<file path="config.mk">
export PLATFORM = sky130hd
export DESIGN_NAME = rm_head_win
export DESIGN_NICKNAME = d
export VERILOG_FILES = /design/src/rtl/rm_head_win.sv
export SDC_FILE = /design/constraint.sdc
export NUM_CORES = 1
export LEC_CHECK = 0
export BUFFER_PORTS_ARGS = -buffer_cell sky130_fd_sc_hd__buf_4
export CORE_UTILIZATION = 50
export CTS_CLUSTER_SIZE = 30
export DETAILED_ROUTE_END_ITERATION = 10
export GPL_TIMING_DRIVEN = 0
export PLACE_DENSITY = 0.85
export SETUP_SLACK_MARGIN = 0.1
export SLEW_MARGIN = 5
export SYNTH_ARGS = -nofsm -noshare
export SYNTH_HDL_FRONTEND = slang
export SYNTH_SLANG_ARGS = --single-unit
</file>
<file path="constraint.sdc">
create_clock -name clk -period 8.4 [get_ports clk]
set_input_delay 0.84 -clock clk [delete_from_list [all_inputs] [get_ports clk]]
set_output_delay 0.84 -clock clk [all_outputs]
set_load 0.02 [all_outputs]
</file>
<file path="src/rtl/rm_head_win.sv">
// rm_head_win: per-frame head trim and optional window limit on a CH-channel sample bus.
// Optional macro RM_HEAD_WIN_LIMIT_EN enables the win_len tail limit, oeof and the DONE state.
module rm_head_win #(
  parameter int CH    = 4,
  parameter int DW    = 16,
  parameter int CNT_W = 16
) (
  input  logic                clk,
  input  logic                rst_n,
  input  logic                cfg_rst,
  input  logic [CNT_W-1:0]    head_num,
  input  logic [CNT_W-1:0]    win_len,
  input  logic                ivld,
  input  logic                isof,
  input  logic [CH*DW-1:0]    idata,
  output logic                ovld,
  output logic                osof,
  output logic                oeof,
  output logic [CH*DW-1:0]    odata,
  output logic                win_done,
  output logic [1:0]          dbg_state_o
);

  // Handshake: valid-only streaming. A sample is present whenever ivld is high;
  // there is no ready, so every ovld cycle must be consumed by the sink.

  localparam logic [1:0] SKIP = 2'd0;
  localparam logic [1:0] PASS = 2'd1;
  localparam logic [1:0] DONE = 2'd2;

  logic [1:0]        state_q, state_d;
  logic [CNT_W-1:0]  skip_cnt_q, skip_cnt_d;
  logic [CNT_W-1:0]  pass_cnt_q, pass_cnt_d;
  logic [CNT_W-1:0]  head_d1_q, head_d2_q;
  logic [CNT_W-1:0]  head_act_q, head_act_d;
  logic [CNT_W-1:0]  len_eff;
  logic              ovld_q, ovld_d;
  logic              osof_q, osof_d;
  logic              oeof_q, oeof_d;
  logic [CH*DW-1:0]  odata_q;

`ifdef RM_HEAD_WIN_LIMIT_EN
  logic [CNT_W-1:0]  len_d1_q, len_d2_q;
  logic [CNT_W-1:0]  len_act_q, len_act_d;
`else
  logic              unused_win_len;
  assign unused_win_len = ^win_len;
`endif

  logic              restart;
  logic [1:0]        cur_state;
  logic [CNT_W-1:0]  cur_skip;
  logic [CNT_W-1:0]  cur_pass;
  logic [CNT_W-1:0]  head_eff;

  assign restart = ivld && isof;

  // A frame start is evaluated against the freshly loaded limits, not the stale active copy.
  always_comb begin
    head_eff = restart ? head_d2_q : head_act_q;
`ifdef RM_HEAD_WIN_LIMIT_EN
    len_eff  = restart ? len_d2_q : len_act_q;
`else
    len_eff  = '0;
`endif
  end

  always_comb begin
    cur_state = restart ? SKIP : state_q;
    cur_skip  = restart ? '0 : skip_cnt_q;
    cur_pass  = restart ? '0 : pass_cnt_q;
  end

  always_comb begin
    state_d    = state_q;
    skip_cnt_d = skip_cnt_q;
    pass_cnt_d = pass_cnt_q;
    head_act_d = head_act_q;
`ifdef RM_HEAD_WIN_LIMIT_EN
    len_act_d  = len_act_q;
`endif
    ovld_d     = 1'b0;
    osof_d     = 1'b0;
    oeof_d     = 1'b0;

    if (cfg_rst) begin
      state_d    = SKIP;
      skip_cnt_d = '0;
      pass_cnt_d = '0;
      head_act_d = head_d2_q;
`ifdef RM_HEAD_WIN_LIMIT_EN
      len_act_d  = len_d2_q;
`endif
    end else if (ivld) begin
      if (isof) begin
        head_act_d = head_d2_q;
`ifdef RM_HEAD_WIN_LIMIT_EN
        len_act_d  = len_d2_q;
`endif
      end
      state_d    = cur_state;
      skip_cnt_d = cur_skip;
      pass_cnt_d = cur_pass;
      case (cur_state)
        SKIP: begin
          if (cur_skip == head_eff) begin
            ovld_d     = 1'b1;
            osof_d     = 1'b1;
            pass_cnt_d = CNT_W'(1);
            if (len_eff == CNT_W'(1)) begin
              oeof_d  = 1'b1;
              state_d = DONE;
            end else begin
              state_d = PASS;
            end
          end else begin
            skip_cnt_d = cur_skip + CNT_W'(1);
          end
        end
        PASS: begin
          ovld_d     = 1'b1;
          pass_cnt_d = (&cur_pass) ? cur_pass : cur_pass + CNT_W'(1);
          if ((len_eff != '0) && (cur_pass == len_eff - CNT_W'(1))) begin
            oeof_d  = 1'b1;
            state_d = DONE;
          end
        end
        DONE: begin
          state_d = DONE;
        end
        default: begin
          state_d = SKIP;
        end
      endcase
    end
  end

  always_ff @(posedge clk or negedge rst_n) begin
    if (!rst_n) begin
      head_d1_q  <= '0;
      head_d2_q  <= '0;
      head_act_q <= '0;
      state_q    <= SKIP;
      skip_cnt_q <= '0;
      pass_cnt_q <= '0;
      ovld_q     <= 1'b0;
      osof_q     <= 1'b0;
      oeof_q     <= 1'b0;
      odata_q    <= '0;
    end else begin
      head_d1_q  <= head_num;
      head_d2_q  <= head_d1_q;
      head_act_q <= head_act_d;
      state_q    <= state_d;
      skip_cnt_q <= skip_cnt_d;
      pass_cnt_q <= pass_cnt_d;
      ovld_q     <= ovld_d;
      osof_q     <= osof_d;
      oeof_q     <= oeof_d;
      if (ovld_d) begin
        odata_q <= idata;
      end
    end
  end

`ifdef RM_HEAD_WIN_LIMIT_EN
  always_ff @(posedge clk or negedge rst_n) begin
    if (!rst_n) begin
      len_d1_q  <= '0;
      len_d2_q  <= '0;
      len_act_q <= '0;
    end else begin
      len_d1_q  <= win_len;
      len_d2_q  <= len_d1_q;
      len_act_q <= len_act_d;
    end
  end

  assign oeof     = oeof_q;
  assign win_done = (state_q == DONE);
`else
  logic unused_oeof;
  assign unused_oeof = oeof_q;
  assign oeof        = 1'b0;
  assign win_done    = 1'b0;
`endif

  assign ovld        = ovld_q;
  assign osof        = osof_q;
  assign odata       = odata_q;
  assign dbg_state_o = state_q;

endmodule

</file>
==> summary.md, run 1 <==
| Metric | Value |
|---|---|
| Status | `completed` |
| Pwr dens | `221.7 nW/um2` |
| Most used cell, CP | `buf_6` |
| RR Endpoint | `odata[44]` |
| Buf/Inv on CP | `3` |
| Endpoints failing setup | `0` |
| Fmax | `0.3092 GHz` |
| Ys async rst share | `1.000` |
| Post-synthesis instance total | `377` |
| Core Area | `9955 um2` |
| First-pass GRT wire length | `21020 um` |
| Number of global-route vias before repair | `4194` |
| Most common cell after layout, fill and taps aside | `buf_4` |
| # port buffers | `151` |
| Worst r2r path cells | `8` |
| # IOs | `171` |
| CTS tree | `done` |
| Clock transition at the registers of the reported paths | `0.06 ns` |
| Vias | `3867` |
| Post-CTS setup buffer count | `0` |
| Clock Skew | `0.01078 ns` |
| Clk pwr share | `0.455` |
| Hold Buf Count CTS | `0` |
| Most used DFF post-synth | `dfrtp_1` |
| Hold slack | `0.2466 ns` |
| Data required, critical path | `8.78 ns` |
| Reg2Reg Setup Slack | `5.27 ns` |
| Post-synthesis sequential area ratio | `0.6319` |
| CP delay by family, top | `simple AND/OR/NAND/NOR gates` |
| Clock Path Buffers | `2` |
| Number of fill cells in the layout | `615` |
| Final number of max-transition violations | `0` |
| Final TNS setup | `0 ns` |
| Die X | `104.3 um` |
| CP Class | `in -> reg` |
| Total Die Area | `10870 um2` |
| Slowest CP cell | `or4_1` |
| Reg power frac | `0.441` |
| 1st-iter DRT viols | `304` |
| Net switching power | `0.0003640 W` |
| Worst Hold Class | `in -> async` |
| Post-layout nets | `651` |
| Max-cap violations | `0` |
| Max FO, Critical Path | `10` |
| Die height | `104.3 um` |
| Sink Count | `132` |
| Leak | `3.601 nW` |
| Synth Warn # | `0` |
| RePlAce Congestion | `0.8886` |
| Largest net degree at the start of global routing | `90` |
| Via density | `5.572` |
| Clock latency on the worst-skew pair | `0.51 ns` |
| CP max stage delay | `0.57 ns` |
| Period utilization | `0.3850` |
| Crit-path cells | `clkbuf_1 -> nand2_1 -> or4_1 -> nor4_2 -> o22ai_2 -> a221oi_4 -> buf_6 -> buf_6 -> mux2_1` |
| Placed cell count | `663` |
| Sw frac | `0.2299` |
| Cell area after synthesis | `5228 um2` |
| Synthesis-stage register bit count | `132` |
| Layout cells sized above 1 | `0.4171` |
| Most frequent cells in the layout | `buf_4, dfrtp_1, mux2_2, mux2_1, nand2_1` |
| Int Pwr | `0.001219 W` |
| Clock tree root driver cell | `clkbuf_8` |
| Dpl hpwl | `8852 um` |
| Total chip power | `0.001584 W` |
| Area growth syn-to-layout | `36.64%` |
| CP Launch Type | `input port` |
| Final min period | `3.234 ns` |
| CTS resizes | `0` |
| Headroom to the max-slew limit | `0.2819` |
| Wire length per cell | `18.81 um` |
| Worst R2R Start | `head_d2_q[8]` |
| Drt first pass iters | `5` |
| Post-synth EDFFs | `0` |
| Post-DRT Antenna Nets | `0` |
| CTS Buf Count | `17` |
| RSZ-0062 raised after global routing | `no` |
| Initial core utilization | `0.5251` |
| N_diodes | `0` |
| Crit. End Element | `register` |
| Remaining Overflow, GRT | `0` |
| Site Rows | `36` |
| Tot GR Track Use | `0.2553` |
| Syn Area/Cell | `13.87 um2` |
| Synth cell types | `46` |
| Comb pwr share | `0.103` |
| Crit path DAT | `3.62 ns` |
| Peak VDD IR | `0.0001345 V` |
| Fin. Hold Viols | `0` |
| Layout Cells excl Fill | `694` |
| H-Tree Depth | `4` |
| Initial antenna violation count | `0` |
| Final WL | `13060 um` |
| Remaining DRCs | `0` |
| Measured slew at the worst slew-check pin | `1.077 ns` |
## cells by family after synthesis
family / Yosys count / share of synthesized area
DFF: 132 / 0.6319
muxes: 82 / 0.1764
and+or+nand+nor: 82 / 0.08162
AOI/OAI and AO/OA: 40 / 0.05577
buffers and inverters: 25 / 0.02776
xor gates and xnor gates: 14 / 0.02346
adders and majority gates: 1 / 0.002393
other: 1 / 0.0007174
## cells in the mapped netlist, types with 7 or more instances
master | count | area, um2
xnor2_1 | 7 | 61.31
o21ai_0 | 8 | 40.04
mux2_1 | 40 | 450.4
and3_1 | 7 | 43.79
inv_1 | 7 | 26.28
xor2_1 | 7 | 61.31
nand2_1 | 23 | 86.33
clkbuf_1 | 9 | 33.78
dfrtp_1 | 132 | 3303
a21oi_1 | 9 | 45.04
nor2_1 | 8 | 30.03
nand3_1 | 16 | 80.08
mux2_2 | 41 | 461.7
## worst max-delay path by stage
stage / start / end / slack, ns / cells past startpoint
after floorplan: ivld / odata[15] / 5.31 / 9
after global placement: ivld / odata[37] / 4.74 / 9
after detailed placement: ivld / odata[36] / 4.70 / 9
after CTS: ivld / odata[44] / 5.18 / 9
after global routing: ivld / odata[44] / 5.05 / 9
final: ivld / odata[44] / 5.17 / 9
## metal layers
| layer | global-route usage | routed length [um] | up-vias |
|---|---|---|---|
| li1 | - | - | 1695 |
| met1 | 0.2881 | 4642 | 1904 |
| met2 | 0.4305 | 6646 | 224 |
| met3 | 0.08960 | 1272 | 44 |
| met4 | 0.1265 | 494 | 0 |
| met5 | 0 | 0 | - |
## through the flow
step / utilization / cell area, um2 / setup slack (ns)
final: 0.7176 / 7143 / 5.166
after global placement: 0.6561 / 6531 / 4.744
after global routing: 0.7176 / 7143 / 5.053
after CTS: 0.7176 / 7143 / 5.184
after detailed placement: 0.6593 / 6563 / 4.696
after floorplan: - / 5231 / 5.310
## power groups by stage
stage / sequential, W / clock, W / combinational, W
after detailed placement: 0.000708 / 0 / 0.000162
after global placement: 0.000705 / 0 / 0.000156
final: 0.000699 / 0.000721 / 0.000163
after global routing: 0.000703 / 0.000758 / 0.000174
after CTS: 0.000699 / 0.000732 / 0.000165
after floorplan: 0.000731 / 0 / 0.0000420
## area by class of cell
cell class,count,area (um2),area share
inverter,7,26.28,0.003678
clock buffer,21,449.2,0.06288
buffer,18,118.9,0.01664
timing repair buffer,152,1165,0.1631
tap,133,166.4,0.02330
multi-input combinational,221,1783,0.2496
clock inverter,10,131.4,0.01839
sequential,132,3303,0.4624
## state kept, by name, summed over array words and instances (netlist names)
name,flops
head_act_q,16
dbg_state_o,2
head_d2_q,16
ovld,1
osof,1
head_d1_q,16
skip_cnt_q,16
odata,64
(Power assumes the default switching activity.)
==> run 2, diff against run 1 <==
==> constraint.sdc (replaced) <==
create_clock -name clk -period 3.11 [get_ports clk]
set_input_delay 0.311 -clock clk [delete_from_list [all_inputs] [get_ports clk]]
set_output_delay 0.311 -clock clk [all_outputs]
set_load 0.02 [all_outputs]
==> summary.md, run 2 (synthesis results as in run 1) <==
| Metric | Value |
|---|---|
| Worst Hold Class | `in -> reg` |
| Layout cells sized above 1 | `0.4085` |
| Final Util | `0.7482` |
| CP Launch Type | `register` |
| RSZ-0062 raised after global routing | `no` |
| Clock transition at the registers of the reported paths | `0.06 ns` |
| Leak | `3.717 nW` |
| Die X | `104.3 um` |
| Slowest CP cell | `or4_4` |
| Max FFs per register | `64` |
| Crit. End Element | `register` |
| First-pass GRT wire length | `25180 um` |
| Most used cell, CP | `or4_4` |
| Max-cap violations | `0` |
| Fin. Hold Viols | `0` |
| Final number of max-transition violations | `0` |
| CP Class | `reg -> reg` |
| CP max stage delay | `0.55 ns` |
| Final min period | `2.997 ns` |
| RePlAce Congestion | `0.8886` |
| Post-DRT Antenna Nets | `0` |
| Remaining Overflow, GRT | `0` |
| Dpl hpwl | `8852 um` |
| Most frequent cells in the layout | `buf_4, dfrtp_1, mux2_2, mux2_1, dlygate4sd3_1` |
| Vias | `4096` |
| Wire length per cell | `22.00 um` |
| Clock latency on the worst-skew pair | `0.51 ns` |
| H-Tree Depth | `4` |
| Sink Count | `132` |
| Initial core utilization | `0.5251` |
| Core Area | `9955 um2` |
| Headroom to the max-slew limit | `0.2240` |
| Crit-path cells | `or4_4 -> or4_4 -> nor4_4 -> o22ai_4 -> a221oi_4 -> buf_6 -> buf_8 -> mux2_1` |
| # IOs | `171` |
| Total chip power | `0.004359 W` |
| Clock Skew | `0.01263 ns` |
| Number of global-route vias before repair | `4601` |
| Via density | `5.665` |
| N_diodes | `0` |
| Total Die Area | `10870 um2` |
| Area growth syn-to-layout | `42.48%` |
| CTS Buf Count | `17` |
| Pwr dens | `585.3 nW/um2` |
| Remaining DRCs | `0` |
| 1st-iter DRT viols | `269` |
| Drt first pass iters | `6` |
| Data required, critical path | `3.48 ns` |
| Buf/Inv on CP | `2` |
| Tot GR Track Use | `0.3100` |
| CP delay by family, top | `simple AND/OR/NAND/NOR gates` |
| Status | `completed` |
| Peak VDD IR | `0.0003705 V` |
| Period utilization | `0.9637` |
| Die height | `104.3 um` |
| CTS tree | `done` |
| Endpoints failing setup | `0` |
| Most common cell after layout, fill and taps aside | `buf_4` |
| Final WL | `15910 um` |
| Fmax | `0.3337 GHz` |
| Clock Path Buffers | `2` |
| Number of fill cells in the layout | `552` |
| Crit path DAT | `3.37 ns` |
| # port buffers | `151` |
| Post-layout nets | `680` |
| Initial antenna violation count | `0` |
| Clock tree root driver cell | `clkbuf_8` |
| Measured slew at the worst slew-check pin | `1.164 ns` |
| Largest net degree at the start of global routing | `90` |
| Site Rows | `36` |
| Max FO, Critical Path | `10` |
[run 2: cell types whose count changed in the layout (fill, tap and decap cells not counted)]
cell           before  now
dlygate4sd3_1       0   24
buf_4             152  157
or4_1               5    3
or4_4               0    2
buf_6               5    4
buf_8               1    2
nor4_2              1    0
nor4_4              0    1
o22ai_2             1    0
o22ai_4             0    1
[run 2: worst paths after layout]
kind / cells after the start / slack [ns] / endpoint / from
hold / removal: 2 / 0.02 / odata[22] / idata[22]
hold reg to reg: 0 / 0.35 / head_d2_q[4] / head_d1_q[4]
max in group asynchronous: 3 / 2.06 / odata[54] / rst_n
setup / recovery: 8 / 0.11 / odata[54] / head_d2_q[8]
min in group asynchronous: 2 / 0.29 / osof / rst_n
setup reg to reg: 8 / 0.11 / odata[54] / head_d2_q[8]
[run 2: repair_timing]
action                                  in CTS  in global routing
setup buffers                                5                  0
pin swaps                                    3                  2
hold buffers                                24                  0
hold endpoints to repair                    66                  0
endpoints found under the setup margin      52                 61
resized for setup                            5                  0
[run 2: worst reg2reg max path, cell delays in order, from the launching register on]
cell and delay (ns):
dfrtp_1 0.39, or4_4 0.55, or4_4 0.45, nor4_4 0.21
o22ai_4 0.15, a221oi_4 0.36, buf_6 0.22, buf_8 0.16
mux2_1 0.38
[run 2: area by class of cell]
class / count / area [um2] / area share
clock inverter: 10 / 131.4 / 0.01764
multi-input combinational: 221 / 1807 / 0.2426
clock buffer: 21 / 449.2 / 0.06031
sequential: 132 / 3303 / 0.4435
tap: 133 / 166.4 / 0.02234
timing repair buffer: 181 / 1443 / 0.1937
buffer: 18 / 122.6 / 0.01646
inverter: 7 / 26.28 / 0.003528
[run 2: routing by layer]
layer | part of all wire | up-vias | global-route usage
li1 | - | 1749 | -
met3 | 0.081 | 57 | 0.08584
met4 | 0.045 | 0 | 0.1653
met5 | 0 | - | 0
met2 | 0.52 | 263 | 0.5343
met1 | 0.36 | 2027 | 0.3502
[run 2: where the power goes]
group / total, W / internal (W) / switching [W]
Sequential: 0.00190 / 0.00182 / 0.0000748
Combinational: 0.000486 / 0.000239 / 0.000247
Clock: 0.00198 / 0.00125 / 0.000722
Total: 0.00436 / 0.00332 / 0.00104
[run 2: through the flow]
stage	worst slack [ns]	TNS [ns]	instance area [um2]	hold WS, ns	cells
floorplan	0.4882	0	5231	0.01541	378
global placement	-0.01714	-0.3978	6531	0.3321	662
detailed placement	-0.06496	-1.823	6563	0.2541	663
CTS	0.04956	0	7448	0.002084	723
global route	0.1003	0	7448	0.006090	723
finish	0.1130	0	7448	0.01598	723
